$ cat src/rtl/arb_pkg.sv
// Shared definitions for the round-robin lock arbiter.
package arb_pkg;

  // Reset value of the priority pointer: requester 0 starts with top priority.
  // Sliced to the arbiter width by the user.
  localparam logic [63:0] PRIO_RST = 64'd1;

  // Ceiling log2, used to confirm the hold counter can reach MAXHOLD-1.
  function automatic int clog2(input int v);
    int r;
    r = 0;
    while ((1 << r) < v) r++;
    return r;
  endfunction

endpackage

$ cat src/rtl/rr_pick.sv
// Combinational cyclic priority picker. The winner is the first set req bit at
// or above the one-hot prio bit, wrapping from N-1 back to 0.
module rr_pick #(
  parameter int N = 8
) (
  input  logic [N-1:0] req,
  input  logic [N-1:0] prio,
  output logic [N-1:0] win,
  output logic         any
);

  logic [2*N-1:0] dbl;
  logic [2*N-1:0] dbl_sub;
  logic [2*N-1:0] dbl_win;

  // Doubled-vector borrow chain: subtracting prio clears the first request at
  // or above it; the upper copy catches the wrap-around case.
  always_comb begin
    dbl     = {req, req};
    dbl_sub = dbl - {{N{1'b0}}, prio};
    dbl_win = dbl & ~dbl_sub;
    win     = dbl_win[N-1:0] | dbl_win[2*N-1:N];
    any     = |req;
  end

endmodule

$ cat src/rtl/rr_lock_arb.sv
// Round-robin arbiter with registered one-hot grant, a rotating priority
// pointer and a bounded per-requester lock (hold) mode.
//
// Handshake: a requester owns the resource in every cycle its g bit is high.
// There is no acknowledge; g is a pure function of state registered on the
// clock edge at which req/lock are sampled. en=0 freezes all state.
module rr_lock_arb
  import arb_pkg::*;
#(
  parameter int N       = 8,
  parameter int MAXHOLD = 4,
  parameter int CW      = 3
) (
  input  logic         clk,
  input  logic         rst,
  input  logic         en,
  input  logic [N-1:0] req,
  input  logic [N-1:0] lock,
  output logic [N-1:0] g,
  output logic         gvalid,
  output logic [N-1:0] prio
);

  localparam logic [CW-1:0] HOLD_LAST = CW'(MAXHOLD - 1);

  if ((CW < clog2(MAXHOLD)) || (MAXHOLD < 1)) begin : g_param_check
    $error("rr_lock_arb: CW too narrow for MAXHOLD, or MAXHOLD < 1");
  end

  logic [N-1:0]  g_q, g_d;
  logic [N-1:0]  prio_q, prio_d;
  logic          gvalid_q, gvalid_d;
  logic [CW-1:0] holdcnt_q, holdcnt_d;

  logic [N-1:0]  win;
  logic          any;
  logic          hold_ok;

  rr_pick #(.N(N)) u_pick (
    .req  (req),
    .prio (prio_q),
    .win  (win),
    .any  (any)
  );

  // The current holder keeps its grant while it still requests and locks and
  // has not used up its hold budget; otherwise arbitrate afresh.
  always_comb begin
    hold_ok   = (MAXHOLD > 1) && (|(g_q & req & lock)) && (holdcnt_q < HOLD_LAST);
    g_d       = g_q;
    prio_d    = prio_q;
    gvalid_d  = gvalid_q;
    holdcnt_d = holdcnt_q;
    if (en) begin
      if (hold_ok) begin
        holdcnt_d = holdcnt_q + CW'(1);
      end else begin
        holdcnt_d = '0;
        if (any) begin
          g_d      = win;
          prio_d   = {win[N-2:0], win[N-1]};
          gvalid_d = 1'b1;
        end else begin
          g_d      = '0;
          gvalid_d = 1'b0;
        end
      end
    end
  end

  // State registers with asynchronous reset.
  always_ff @(posedge clk or posedge rst) begin
    if (rst) begin
      g_q       <= '0;
      prio_q    <= PRIO_RST[N-1:0];
      gvalid_q  <= 1'b0;
      holdcnt_q <= '0;
    end else begin
      g_q       <= g_d;
      prio_q    <= prio_d;
      gvalid_q  <= gvalid_d;
      holdcnt_q <= holdcnt_d;
    end
  end

  assign g      = g_q;
  assign gvalid = gvalid_q;
  assign prio   = prio_q;

endmodule

$ cat config.mk
export PLATFORM = sky130hd
export DESIGN_NAME = rr_lock_arb
export DESIGN_NICKNAME = d
export VERILOG_FILES = /design/src/rtl/arb_pkg.sv /design/src/rtl/rr_pick.sv /design/src/rtl/rr_lock_arb.sv
export SDC_FILE = /design/constraint.sdc
export NUM_CORES = 1
export LEC_CHECK = 0
export CAP_MARGIN = 20
export CELL_PAD_IN_SITES_DETAIL_PLACEMENT = 1
export CELL_PAD_IN_SITES_GLOBAL_PLACEMENT = 1
export CORE_MARGIN = 4
export CORE_UTILIZATION = 37
export CTS_BUF_LIST = sky130_fd_sc_hd__clkbuf_2
export DETAILED_ROUTE_END_ITERATION = 12
export PLACE_DENSITY = 0.81
export RECOVER_POWER = 25
export SETUP_SLACK_MARGIN = 0.05
export SYNTH_ARGS = -nofsm -noshare
export SYNTH_HDL_FRONTEND = slang
export SYNTH_SLANG_ARGS = --single-unit
$ cat constraint.sdc
create_clock -name clk -period 2.63 [get_ports clk]
set_clock_uncertainty 0.05 [all_clocks]
set_input_delay 0.6575 -clock clk [delete_from_list [all_inputs] [get_ports clk]]
set_output_delay 0.6575 -clock clk [all_outputs]
set_load 0.03 [all_outputs]
# ---- Word-level counts from Yosys, hierarchy flattened
# Cells that the tools add are included.
dict set report totals {
  ff_bits 20
  out_inout_bits 17
}
dict set report op_classes {
  add_sub_neg 2
  magnitude_cmp 1
  mux 3
  bitwise_logic 6
  reduce_logical 5
}
# operator n
set op_table {}
lappend op_table {{AND 16 bit} 1}
lappend op_table {{AND 8 bit} 2}
lappend op_table {{NOT 16 bit} 1}
lappend op_table {{OR reduction 8 bit} 2}
lappend op_table {{subtractor 16 x 8 -> 16 bit} 1}
lappend op_table {{2-to-1 mux 8 bit} 1}
lappend op_table {{bitwise OR 8 bit} 1}
lappend op_table {{adder 3 x 1 -> 3 bit (second input constant)} 1}
lappend op_table {{< comparator 3 x 2 -> 1 bit (second input constant)} 1}
lappend op_table {{2-to-1 mux 3 bit} 1}
lappend op_table {{AND reduction 3 bit} 1}
lappend op_table {{AND reduction 2 bit} 1}
lappend op_table {{logical AND 1 bit} 1}
lappend op_table {{2-to-1 mux 1 bit} 1}
lappend op_table {{NOT 1 bit} 1}

# ---- Logic depth before layout (Yosys ltp)
dict set report depth {
  word_depth 6
  mapped_depth 8
  ltp_nobuf 8
}

# ---- By module
# A second synthesis with hierarchy kept.
dict set report unflattened {
  hier_cells 135
  hier_area_um2 1326.3
}
# mod instances cells_each area_each_um2 seq_area_each_um2
set modules_own_cells {}
lappend modules_own_cells {rr_lock_arb 1 65 839.6 501.7}
lappend modules_own_cells {rr_pick 1 70 486.7 0.0}

# ---- Least setup slack after synthesis
# OpenSTA, ideal clock, no wires.
dict set report synth_timing {
  kind {reg-to-reg}
  from {register prio_q[0] (netlist: prio[0])}
  to {register prio_q[5] (netlist: prio[5])}
  t_arrival_ns 2.201
  required_time_ns 2.497
  slack_ns 0.296
  stages_incl_launch_ff 9
  n_path_buf 0
  synth_period_minus_slack_ns 2.334
  path_cell_list {dfstp_2 -> nor2b_2 -> fa_1 -> nor2b_4 -> o31a_1 -> o41a_1 -> o41ai_2 -> nand4b_1 -> o21ai_0}
}
dict set report synth_between {
  elab_chain_len 4
}
# item line_no
set synth_lines {}
lappend synth_lines {{from (decl)} rr_lock_arb.sv:31} ;# logic [N-1:0] prio_q, prio_d;
lappend synth_lines {{from (signal assigned)} rr_lock_arb.sv:75} ;# prio_q <= PRIO_RST[N-1:0];
lappend synth_lines {{from (signal assigned)} rr_lock_arb.sv:80} ;# prio_q <= prio_d;
lappend synth_lines {{subtractor 16 x 8 -> 16 bit} rr_pick.sv:20} ;# dbl_sub = dbl - {{N{1'b0}}, prio};
lappend synth_lines {{NOT 16 bit} rr_pick.sv:21} ;# dbl_win = dbl & ~dbl_sub;
lappend synth_lines {{AND 16 bit} rr_pick.sv:21}
lappend synth_lines {{bitwise OR 8 bit} rr_pick.sv:22} ;# win = dbl_win[N-1:0] | dbl_win[2*N-1:N];
# Every way passes these cells.
# A chain may end at the register's enable or synchronous reset.

# ---- Final worst setup path
# Ends and elaborated chain as after synthesis.

==> impl_metrics.tcl <==
set metrics [dict create \
    synth-seq-cells 20 \
    cp_max_fo 4 \
    cts-root-buf "clkbuf_2" \
    crit_path_cell_trace "nor2b_4 -> fa_2 -> nor2b_4 -> o31a_1 -> o41a_1 -> o41ai_2 -> nand4b_1 -> o21ai_1" \
    grt_max_degree 21 \
    start_util 0.390 \
    dp_hpwl_um 3960 \
    cap_violations 0 \
    cts_hold_buf 0 \
    vdd_drop_max_mv 0.700 \
    comb_power_share 0.695 \
    synth_area_leaders "dfrtp_1 36%, ha_1 7.6%, a21o_1 5.7%, o21ai_0 4.5%, inv_1 4.3%" \
    die_h_um 67.8 \
    power_density_mw_per_mm2 1290 \
    fin_cells 259 \
    cp.required_ns 2.84 \
    nNetsFinal 242 \
    timing.final.crit_share 0.968 \
    worst_slew_pin_slew_ns 0.762 \
    startpoint_type "register" \
    grt.total_usage 0.259 \
    cp_slowest_cell "dfstp_2" \
    ant_nets 0 \
    p_total_uw 2710 \
    cts_buffer_depth 2 \
    placedCellCount 247 \
    diodes 0 \
    setup_viol 0 \
    seqPwrFrac 0.216 \
    power_switching_uw 1250 \
    power_frac_clock 0.089 \
    cts_tree "done" \
    timing.critical_path.mode_cell "nor2b_4" \
    hold_viol 0 \
    max_freq_ghz 0.393 \
    cellLeakagePower_uw 0.00100 \
    drt-wirelength-per-cell_um 21.3 \
    critPathKind "reg2reg" \
    synth_most_common_cell "dfrtp_1" \
    portBuffers 35 \
    hp-class "reg2reg" \
    syn_avg_cell_area_sq_um 9.38 \
    synthFlopType "dfrtp_1" \
    drv_slew 0 \
    drt_pass1_iterations 4 \
    switching_share 0.461 \
    reg2reg_slack_ns 0.08 \
    setup_ws_ns 0.0837 \
    globalRouteOverflowTotal 0 \
    vias_per_cell 5.67 \
    crit_buf_inv 0 \
    drc 0 \
    syn_nets 169 \
    synthArstFlopShare 1.00 \
    antenna_found_initial 0 \
    synth_top_cell_by_area "dfrtp_1" \
    yosysWarnings 0 \
    yosys.area.top_type_share 0.360 \
    die_area_sq_mm 0.00459 \
    rsz0062_at_grt "yes" \
    grt_pass1_vias 1736 \
    max_stage_delay_ns 0.61 \
    design.core.area_sq_mm 0.00339 \
    grt_pass1_wl_um 8630 \
    dr.first_iter.drc_count 71 \
    syn_to_final_growth_pct 59.2 \
    routabilityCongestion 0.933 \
    clock-sinks 20 \
    cp-end-kind "register" \
    h-tree-depth 1 \
    seq_area_frac_synth 0.379 \
    routed_wl_um 5500 \
    cts-buffers-inserted 3 \
    worstPathArrival_ns 2.75 \
    internal_power_uw 1460 \
    clkTransAtPathRegs_ns 0.26 \
    row_count 21 \
    chipWidth_um 67.8 \
    syn_area_sq_mm 0.00132 \
    synth_edf_count 0 \
    post-route-util 0.621 \
    finalCriticalPeriod_ns 2.55 \
    clock_latency_ns 0.35 \
    vias 1469 \
    relSlewSlack 0.491 \
    status "finished, final reports clean" \
    io_pins 36 \
    critPathTopFamily "compound AO/OA/AOI/OAI gates" \
    place_ws_ns -0.444 \
    drive_above_1_share 0.272 \
    synth_cell_types 41 \
    syn_inst 141 \
    netlist_top_cells_count "19 x dfrtp_1, 15 x inv_1, 13 x nand2_1, 12 x o21ai_0, 10 x a21o_1" \
]
worst reg2reg max path, stage by stage, from the launching register on:
cell and delay [ns]:
dfstp_2 0.61, nor2b_4 0.17, fa_2 0.25, nor2b_4 0.05, o31a_1 0.27, o41a_1 0.40
o41ai_2 0.36, nand4b_1 0.19, o21ai_1 0.11
logic make-up after synthesis:
kind of cell / synth area share
multiplexers: 0.00757
XOR/XNOR: 0.0331
AO/OA/AOI/OAI: 0.258
buffers and inverters: 0.0501
AND/OR/NAND/NOR: 0.181
flip-flops: 0.379
adder cells (fa/ha/maj): 0.0908
layer usage:
layer / up-vias / wire (um) / GRT usage
met5: - / 0 / 0
met4: 0 / 275 / 0.149
met3: 26 / 281 / 0.0566
met2: 62 / 2880 / 0.474
met1: 718 / 2060 / 0.269
li1: 663 / - / -
final timing paths:
| check | startpoint | to | cells after the start |
|---|---|---|---|
| worst min register to register | gvalid$_DFFE_PP0P_ | gvalid$_DFFE_PP0P_ | 1 |
| worst max register to register | prio[0]$_DFFE_PP1P_ | prio[5]$_DFFE_PP0P_ | 8 |
| worst min-delay path | gvalid$_DFFE_PP0P_ | gvalid$_DFFE_PP0P_ | 1 |
| max in group asynchronous | rst | prio[6]$_DFFE_PP0P_ | 2 |
| min in group asynchronous | rst | prio[7]$_DFFE_PP0P_ | 2 |
| worst max-delay path | prio[0]$_DFFE_PP1P_ | prio[5]$_DFFE_PP0P_ | 8 |
layout by cell type (no fill, tap or decap), types with 4 or more instances in the layout:
cell	count
o21ai_1	4
nand3_1	6
inv_1	14
buf_4	35
clkdlybuf4s50_1	28
xnor2_1	5
nor2_1	6
ha_1	5
dfrtp_1	19
a21o_1	10
nor4_1	4
o21ai_0	8
nand2_1	13
through the flow:
stage	hold slack, ns	area (sq um)	setup TNS, ns
6_report	0.474	2110	0
5_1_grt	0.510	2110	-0.0376
4_1_cts	0.471	2040	0
3_5_place_dp	0.420	1920	-6.62
3_3_place_gp	0.419	1920	-4.75
2_1_floorplan	0.426	1320	0
state kept, by name, indices dropped and copies added (netlist names):
register and cells:
g 8, prio 8, holdcnt_q 3, gvalid 1
final cells by class:
class	count	area [sq um]
clock buffers	3	15.0
clock inverters	1	30.0
fillers	381	1280
inverters	15	56.3
multi-input cells	104	828
flip-flops and latches	20	502
well taps	46	57.6
repair buffers	70	617
power by group through the flow:
stage / Sequential, uW / Combinational, uW / Clock (uW)
6_report: 584 / 1880 / 242
3_5_place_dp: 583 / 1640 / 0
4_1_cts: 580 / 1760 / 238
5_1_grt: 606 / 2010 / 260
3_3_place_gp: 571 / 1570 / 0
2_1_floorplan: 810 / 718 / 0
timing repair:
| action | in CTS | in global routing |
|---|---|---|
| gates cloned | 0 | 0 |
| endpoints found under the setup margin | 12 | 13 |
| pin swaps | 5 | 7 |
| gates resized for setup | 11 | 9 |
| buffers inserted | 5 | 3 |
No activity file was read; power rests on OpenSTA's default activity.
